<file path="src/rtl/riscv_defines.sv">
// riscv_defines: shared opcodes, M-encoding funct7, FSM state encoding and control-vector layout
package riscv_defines;
  localparam logic [6:0] OP_R     = 7'b0110011;
  localparam logic [6:0] OP_LOAD  = 7'b0000011;
  localparam logic [6:0] OP_IMM   = 7'b0010011;
  localparam logic [6:0] OP_JALR  = 7'b1100111;
  localparam logic [6:0] OP_S     = 7'b0100011;
  localparam logic [6:0] OP_JAL   = 7'b1101111;
  localparam logic [6:0] OP_B     = 7'b1100011;
  localparam logic [6:0] OP_LUI   = 7'b0110111;
  localparam logic [6:0] OP_AUIPC = 7'b0010111;
  localparam logic [6:0] F7_M     = 7'b0000001;
  localparam int RES_SRC_W = 2;
  localparam int OPA_W     = 2;
  localparam int IMM_SRC_W = 3;
  localparam int CNT_W     = 4;
  localparam int ALUOP_ADD   = 0;
  localparam int ALUOP_SUB   = 1;
  localparam int ALUOP_FUNCT = 2;
  localparam logic [1:0] RES_ALU  = 2'b00;
  localparam logic [1:0] RES_MEM  = 2'b01;
  localparam logic [1:0] RES_PC4  = 2'b10;
  localparam logic [1:0] OPA_RS1  = 2'b00;
  localparam logic [1:0] OPA_PC   = 2'b01;
  localparam logic [1:0] OPA_ZERO = 2'b10;
  localparam logic [2:0] IMM_I = 3'b000;
  localparam logic [2:0] IMM_S = 3'b001;
  localparam logic [2:0] IMM_B = 3'b010;
  localparam logic [2:0] IMM_J = 3'b011;
  localparam logic [2:0] IMM_U = 3'b100;
  typedef enum logic [1:0] {S_IDLE = 2'd0, S_MD_BUSY = 2'd1, S_MD_DONE = 2'd2} state_t;
  typedef struct packed {
    logic [RES_SRC_W-1:0] result_src;
    logic                 mem_write;
    logic                 reg_write;
    logic                 jmp;
    logic                 branch;
    logic [OPA_W-1:0]     alu_src_opa;
    logic                 alu_src_opb;
    logic [IMM_SRC_W-1:0] imm_src;
    logic                 illegal;
  } ctrl_t;
endpackage

</file>
<file path="src/rtl/ctrl_decode_table.sv">
// ctrl_decode_table: combinational opcode/funct7 -> control vector (ports: i_opcode, i_funct7 in; o_ctrl, o_alu_op, o_is_md out); RV_M_EXT_EN makes M-encoded R-types legal
module ctrl_decode_table
  import riscv_defines::*;
#(
  parameter int ALU_OP_W = 3
) (
  input  logic [6:0]          i_opcode,
  input  logic [6:0]          i_funct7,
  output ctrl_t               o_ctrl,
  output logic [ALU_OP_W-1:0] o_alu_op,
  output logic                o_is_md
);
  logic w_m;
  assign w_m = i_opcode == OP_R && i_funct7 == F7_M;
  always_comb begin
    o_ctrl = '0;
    o_alu_op = ALU_OP_W'(ALUOP_ADD);
    o_is_md = 1'b0;
    case (i_opcode)
      OP_R:     begin o_ctrl.reg_write = 1'b1; o_alu_op = ALU_OP_W'(ALUOP_FUNCT); end
      OP_LOAD:  begin o_ctrl.reg_write = 1'b1; o_ctrl.result_src = RES_MEM; o_ctrl.alu_src_opb = 1'b1; o_ctrl.imm_src = IMM_I; end
      OP_IMM:   begin o_ctrl.reg_write = 1'b1; o_ctrl.alu_src_opb = 1'b1; o_ctrl.imm_src = IMM_I; o_alu_op = ALU_OP_W'(ALUOP_FUNCT); end
      OP_JALR:  begin o_ctrl.reg_write = 1'b1; o_ctrl.result_src = RES_PC4; o_ctrl.jmp = 1'b1; o_ctrl.alu_src_opa = OPA_RS1; o_ctrl.alu_src_opb = 1'b1; o_ctrl.imm_src = IMM_I; end
      OP_S:     begin o_ctrl.mem_write = 1'b1; o_ctrl.alu_src_opb = 1'b1; o_ctrl.imm_src = IMM_S; end
      OP_JAL:   begin o_ctrl.reg_write = 1'b1; o_ctrl.result_src = RES_PC4; o_ctrl.jmp = 1'b1; o_ctrl.alu_src_opa = OPA_PC; o_ctrl.alu_src_opb = 1'b1; o_ctrl.imm_src = IMM_J; end
      OP_B:     begin o_ctrl.branch = 1'b1; o_ctrl.imm_src = IMM_B; o_alu_op = ALU_OP_W'(ALUOP_SUB); end
      OP_LUI:   begin o_ctrl.reg_write = 1'b1; o_ctrl.alu_src_opa = OPA_ZERO; o_ctrl.alu_src_opb = 1'b1; o_ctrl.imm_src = IMM_U; end
      OP_AUIPC: begin o_ctrl.reg_write = 1'b1; o_ctrl.alu_src_opa = OPA_PC; o_ctrl.alu_src_opb = 1'b1; o_ctrl.imm_src = IMM_U; end
      default:  o_ctrl.illegal = 1'b1;
    endcase
    if (w_m) begin
      o_ctrl = '0;
      o_alu_op = '0;
`ifdef RV_M_EXT_EN
      o_is_md = 1'b1;
`else
      o_ctrl.illegal = 1'b1;
`endif
    end
  end
endmodule

</file>
<file path="src/rtl/decode_ctrl_seq.sv">
// decode_ctrl_seq: registers the decoded control vector and sequences multiply/divide (i_clk/i_rst, i_opcode/i_funct7/i_valid, i_stall/i_flush in; o_ready, o_valid, control vector out; RV_M_EXT_EN enables MD FSM)
module decode_ctrl_seq
  import riscv_defines::*;
#(
  parameter int MD_LAT   = 4,
  parameter int ALU_OP_W = 3
) (
  input  logic                 i_clk,
  input  logic                 i_rst,
  input  logic [6:0]           i_opcode,
  input  logic [6:0]           i_funct7,
  input  logic                 i_valid,
  input  logic                 i_stall,
  input  logic                 i_flush,
  output logic                 o_ready,
  output logic                 o_valid,
  output logic [1:0]           o_result_src,
  output logic                 o_mem_write,
  output logic                 o_reg_write,
  output logic                 o_jmp,
  output logic                 o_branch,
  output logic [ALU_OP_W-1:0]  o_alu_op,
  output logic [1:0]           o_alu_src_opa,
  output logic                 o_alu_src_opb,
  output logic [2:0]           o_imm_src,
  output logic                 o_md_sel,
  output logic                 o_md_start,
  output logic                 o_illegal
);
  if (MD_LAT < 1 || MD_LAT > 15) begin : g_md_lat_chk
    $error("MD_LAT must be in 1..15");
  end
  ctrl_t               w_dec, w_ctrl_nxt;
  logic [ALU_OP_W-1:0] w_dec_alu_op;
  logic                w_dec_md, w_accept, w_issue, w_md_start_nxt, w_md_sel_nxt;
  ctrl_decode_table #(.ALU_OP_W(ALU_OP_W)) u_dec (
    .i_opcode(i_opcode),
    .i_funct7(i_funct7),
    .o_ctrl  (w_dec),
    .o_alu_op(w_dec_alu_op),
    .o_is_md (w_dec_md)
  );
  assign w_accept = i_valid && o_ready && !i_stall;
  assign w_issue  = w_accept && !w_dec_md;
`ifdef RV_M_EXT_EN
  state_t           r_state, w_state_nxt;
  logic [CNT_W-1:0] r_cnt, w_cnt_nxt;
  logic             w_busy_run;
  always_ff @(posedge i_clk) begin
    if (i_rst || i_flush) begin
      r_state <= S_IDLE;
      r_cnt <= '0;
    end else begin
      r_state <= w_state_nxt;
      r_cnt <= w_cnt_nxt;
    end
  end
  assign w_busy_run     = r_state == S_MD_BUSY && !i_stall;
  assign w_md_start_nxt = w_accept && w_dec_md;
  assign w_md_sel_nxt   = w_busy_run && r_cnt == '0;
  always_comb begin
    w_state_nxt = w_md_start_nxt ? S_MD_BUSY :
                  w_md_sel_nxt ? S_MD_DONE :
                  (r_state == S_MD_DONE && !i_stall) ? S_IDLE : r_state;
    w_cnt_nxt = w_md_start_nxt ? CNT_W'(MD_LAT - 1) :
                (w_busy_run && r_cnt != '0) ? r_cnt - CNT_W'(1) : r_cnt;
  end
  assign o_ready = r_state == S_IDLE;
`else
  assign w_md_start_nxt = 1'b0;
  assign w_md_sel_nxt   = 1'b0;
  assign o_ready        = 1'b1;
`endif
  // MD_DONE write-back: only reg_write set, result_src stays 00
  always_comb begin
    w_ctrl_nxt = '0;
    w_ctrl_nxt.reg_write = w_md_sel_nxt;
    if (w_issue) w_ctrl_nxt = w_dec;
  end
  always_ff @(posedge i_clk) begin
    if (i_rst || i_flush) begin
      o_valid <= 1'b0;
      o_alu_op <= '0;
      o_md_sel <= 1'b0;
      o_md_start <= 1'b0;
      {o_result_src, o_mem_write, o_reg_write, o_jmp, o_branch, o_alu_src_opa, o_alu_src_opb, o_imm_src, o_illegal} <= '0;
    end else if (!i_stall) begin
      o_valid <= w_issue || w_md_sel_nxt;
      o_alu_op <= w_issue ? w_dec_alu_op : '0;
      o_md_sel <= w_md_sel_nxt;
      o_md_start <= w_md_start_nxt;
      {o_result_src, o_mem_write, o_reg_write, o_jmp, o_branch, o_alu_src_opa, o_alu_src_opb, o_imm_src, o_illegal} <= w_ctrl_nxt;
    end
  end
endmodule

</file>
<file path="config.mk">
export PLATFORM = sky130hd
export DESIGN_NAME = decode_ctrl_seq
export DESIGN_NICKNAME = d
export VERILOG_FILES = /design/src/rtl/riscv_defines.sv /design/src/rtl/ctrl_decode_table.sv /design/src/rtl/decode_ctrl_seq.sv
export SDC_FILE = /design/constraint.sdc
export NUM_CORES = 1
export LEC_CHECK = 0
export CAP_MARGIN = 0
export CELL_PAD_IN_SITES_DETAIL_PLACEMENT = 0
export CELL_PAD_IN_SITES_GLOBAL_PLACEMENT = 2
export CORE_AREA = 4 4 67 69
export DETAILED_ROUTE_END_ITERATION = 16
export DIE_AREA = 0 0 71 73
export PLACE_DENSITY = 0.81
export SYNTH_ARGS = -nofsm -noshare
export SYNTH_HDL_FRONTEND = slang
export SYNTH_SLANG_ARGS = --single-unit
</file>
<file path="constraint.sdc">
create_clock -name i_clk -period 1.58 [get_ports i_clk]
set_input_delay 0.395 -clock i_clk [delete_from_list [all_inputs] [get_ports i_clk]]
set_output_delay 0.395 -clock i_clk [all_outputs]
set_load 0.1 [all_outputs]
</file>
==> results by group <==
Worst setup path
  • Max Fanout on Critical Path: 6
  • Reg2Reg Depth: 3
  • CP endpoint kind: flop
  • Worst Path Arrival: ~1.7 ns
  • Worst Setup Path Type: primary input to flop
  • FF-to-FF Start: o_illegal
  • R2r endpoint: o_illegal
  • Req. time, crit path: ~1.8 ns
  • FF-to-FF setup slack: 0.68 ns
  • Crit start category: primary input

CTS
  • CTS resizes: 0
  • Num CTS Buffers: 3
  • Cts hold-fix bufs: 0
  • Clock Latency Late Sink: 0.25 ns
  • H-tree depth: 1
  • Clock Sink Count: 15
  • Clk root buf: clkbuf_8
  • Post-CTS Setup Repair Bufs: 0
  • CTS tree: done
  • Max Buffers Root-to-Sink: 2
  • Clock transition at path regs: 0.06 ns

Power
  • P per Cell Area: 609.2 nW/um^2
  • P_int: 0.6462 mW
  • NetSw: 0.2555 mW
  • Static Leakage: 0.5819 nW
  • Peak supply drop: 258.8 uV
  • Reg power frac: roughly 43%
  • Combinational Power Share: 23.0%
  • Sw frac: 28.34%
  • Clock share of power: 34.6%

Global route
  • Gr ovfl total: 0
  • Antenna violations before repair: 0
  • Largest net degree at the start of global routing: 10
  • Number of global-route vias before repair: 836
  • First-pass GRT wire length: 3995 um
  • GRT Resource Usage Total: 9.862%

STA
  • Worst hold slack: 0.4790 ns
  • Final setup fails: 0
  • Slew Viols, Final: 0
  • Fin crit share: 94.53%
  • F_max: ~670 MHz
  • Hold Vio Cnt, Final: 0
  • Worst setup margin: 0.08645 ns
  • Fin crit period: around 1.5 ns
  • Clock Skew: 0 ns
  • RSZ-0062 raised after global routing: no

Detailed routing
  • Drt first-iter violations: 49
  • ANT nets after route: 0
  • Met3 Wirelength: 233 um
  • Vias/cell: 4.463
  • DR vias: 848
  • DRC Markers: 0
  • Wirelength per Cell: 12.75 um
  • Wl on met1: 1045 um
  • DRT Wirelength: approximately 2400 um
  • Top sig layer: met4
  • TritonRoute pass-1 iters: 4
  • WL met2: 1085 um

Logic synthesis
  • Distinct cells, synth: 35
  • Top cells by area, synth: dfxtp_1 (36%), nand2_1 (7.2%), buf_4 (4.5%), buf_6 (4.1%), a21oi_1 (3.6%)
  • Post-Synthesis Cells: 96
  • Share of the synthesized area in the top cell type: 36.14%
  • Seq/Total Area, Yosys: 36.14%
  • Mean cell area of the mapped netlist: 8.654 sq um
  • Yosys warns: 0
  • Synth area leader: dfxtp_1
  • Syn Std Cell Area: between 800 and 900 sq um
  • Synth Register Bits: 15

Hold path
  • Hold-critical path depth: 2
  • Hold path endpoint: o_result_src[1]
  • HP Class: flop to flop
  • Min-delay src: o_result_src[1]

Die
  • CORE AREA: 3914 sq um
  • Die outline area: between 5000 and 6000 sq um
  • DIE HEIGHT: about 73 um
  • Die X: approximately 71 um
  • Num rows: 23
  • Total I/O pin count: 39
  • Starting Density: 21.23%

Placement
  • Routability-driven placement congestion ratio: 0.9083
  • HPWL after DPL: 1979 um
  • IO buf count: 34
  • Placed Cells: roughly 190
  • Dpl ws: -0.1921 ns

Cells and area
  • Most common cell after layout, fill and taps aside: clkdlybuf4s50_1
  • Final Non-Filler Cells: 190
  • Fraction of layout cells with a size suffix above 1: a little under 30%
  • Nets: 160
  • Layout area overhead: 78.16%
  • Commonest non-fill, non-tap cells in the layout: clkdlybuf4s50_1 (17), nand2_1 (16), buf_12 (16), buf_4 (15), dfxtp_1 (14)
  • Antenna cells: 0
  • FILL cells: 412

Run status
  • Outcome: finished, final reports clean

Run
  • Maxcap violations: 0
==> sequential cells by signal, indices dropped and copies added (netlist names) <==
register       count
o_alu_src_opa      2
o_alu_op           2
o_reg_write        1
o_result_src       2
o_jmp              1
o_valid            1
o_alu_src_opb      1
o_mem_write        1
o_illegal          1
o_imm_src          3
==> cell usage after synthesis <==
library cell   n
or2_2          1
xnor2_1        1
a32o_1         2
and2_1         2
and3_1         1
nor3b_2        1
o41ai_2        1
nand4b_1       2
and2b_1        1
a32oi_1        2
o21bai_1       1
dfxtp_1       15
o31ai_1        3
nor4b_2        1
a22oi_1        2
and4b_1        2
nand4_1        2
a21oi_1        6
clkbuf_1       1
and3b_1        2
nand2b_1       4
nor2_1         5
buf_4          5
o31a_1         1
nand2_1       16
nand3b_1       1
conb_1         2
nor3_1         2
buf_6          3
o21ai_0        1
buf_2          2
nor4b_1        1
nor4bb_1       1
a22o_1         1
nand3_1        2
==> metrics by stage <==
step           utilization, %  setup TNS (ns)  cell area (sq um)  power [mW]
6_report                37.82               0               1480      0.9017
5_1_grt                 37.82               0               1480      0.9454
4_1_cts                 37.72               0               1476      0.9115
3_3_place_gp            36.54          -1.608               1430      0.5968
3_5_place_dp            36.54          -1.864               1430      0.5967
2_1_floorplan               -               0              839.6      0.5099
==> power groups by stage <==
stage	clock network, mW	registers [mW]	logic [mW]
CTS	0.322	0.383	0.207
finish	0.312	0.383	0.207
global route	0.343	0.383	0.220
floorplan	0	0.405	0.105
detailed placement	0	0.391	0.206
global placement	0	0.391	0.206
==> area by class of cell <==
class / instances / area, sq um / area share, %
Multi-Input combinational cell: 72 / 454.2 / 30.68
Timing Repair Buffer: 49 / 615.6 / 41.59
Sequential cell: 15 / 301.5 / 20.37
Tap cell: 50 / 62.56 / 4.227
Clock buffer: 3 / 41.29 / 2.790
Clock inverter: 1 / 5.005 / 0.3381
==> how the worst max path moves through the flow <==
stage                           start          endpoint  slack [ns]  depth (start not counted)
after detailed placement  i_opcode[3]     o_alu_src_opb       -0.19                          4
after floorplan             o_illegal         o_illegal        0.15                          3
final                     i_opcode[1]  o_alu_src_opa[1]        0.09                          5
after global placement    i_opcode[1]   o_result_src[0]       -0.14                          5
after global routing      i_opcode[0]      o_imm_src[0]        0.01                          4
after CTS                 i_opcode[3]         o_illegal        0.06                          4
==> per-layer routing <==
layer  GRT usage (%)  vias to the layer above
met5               0                        -
met4           5.637                        0
met3           3.306                        7
met2           15.24                       36
met1           11.97                      376
li1                -                      429
==> critical path, cell delays in order <==
cell and delay [ns]:
clkdlybuf4s50_1 0.51, and4b_1 0.37, buf_4 0.18, nand4_1 0.09
a21oi_1 0.14
==> cells by family (layout without fill, tap and decap cells) <==
family | after synthesis | count (layout) | share of synthesized area, %
and+or+nand+nor | 47 | 47 | 33.44
AOI/OAI and AO/OA | 20 | 20 | 18.22
DFF | 15 | 15 | 36.14
buffers and inverters | 11 | 53 | 10.24
other | 2 | 4 | 0.9040
xor gates and xnor gates | 1 | 1 | 1.054
Power figures use the tool's default switching activity.
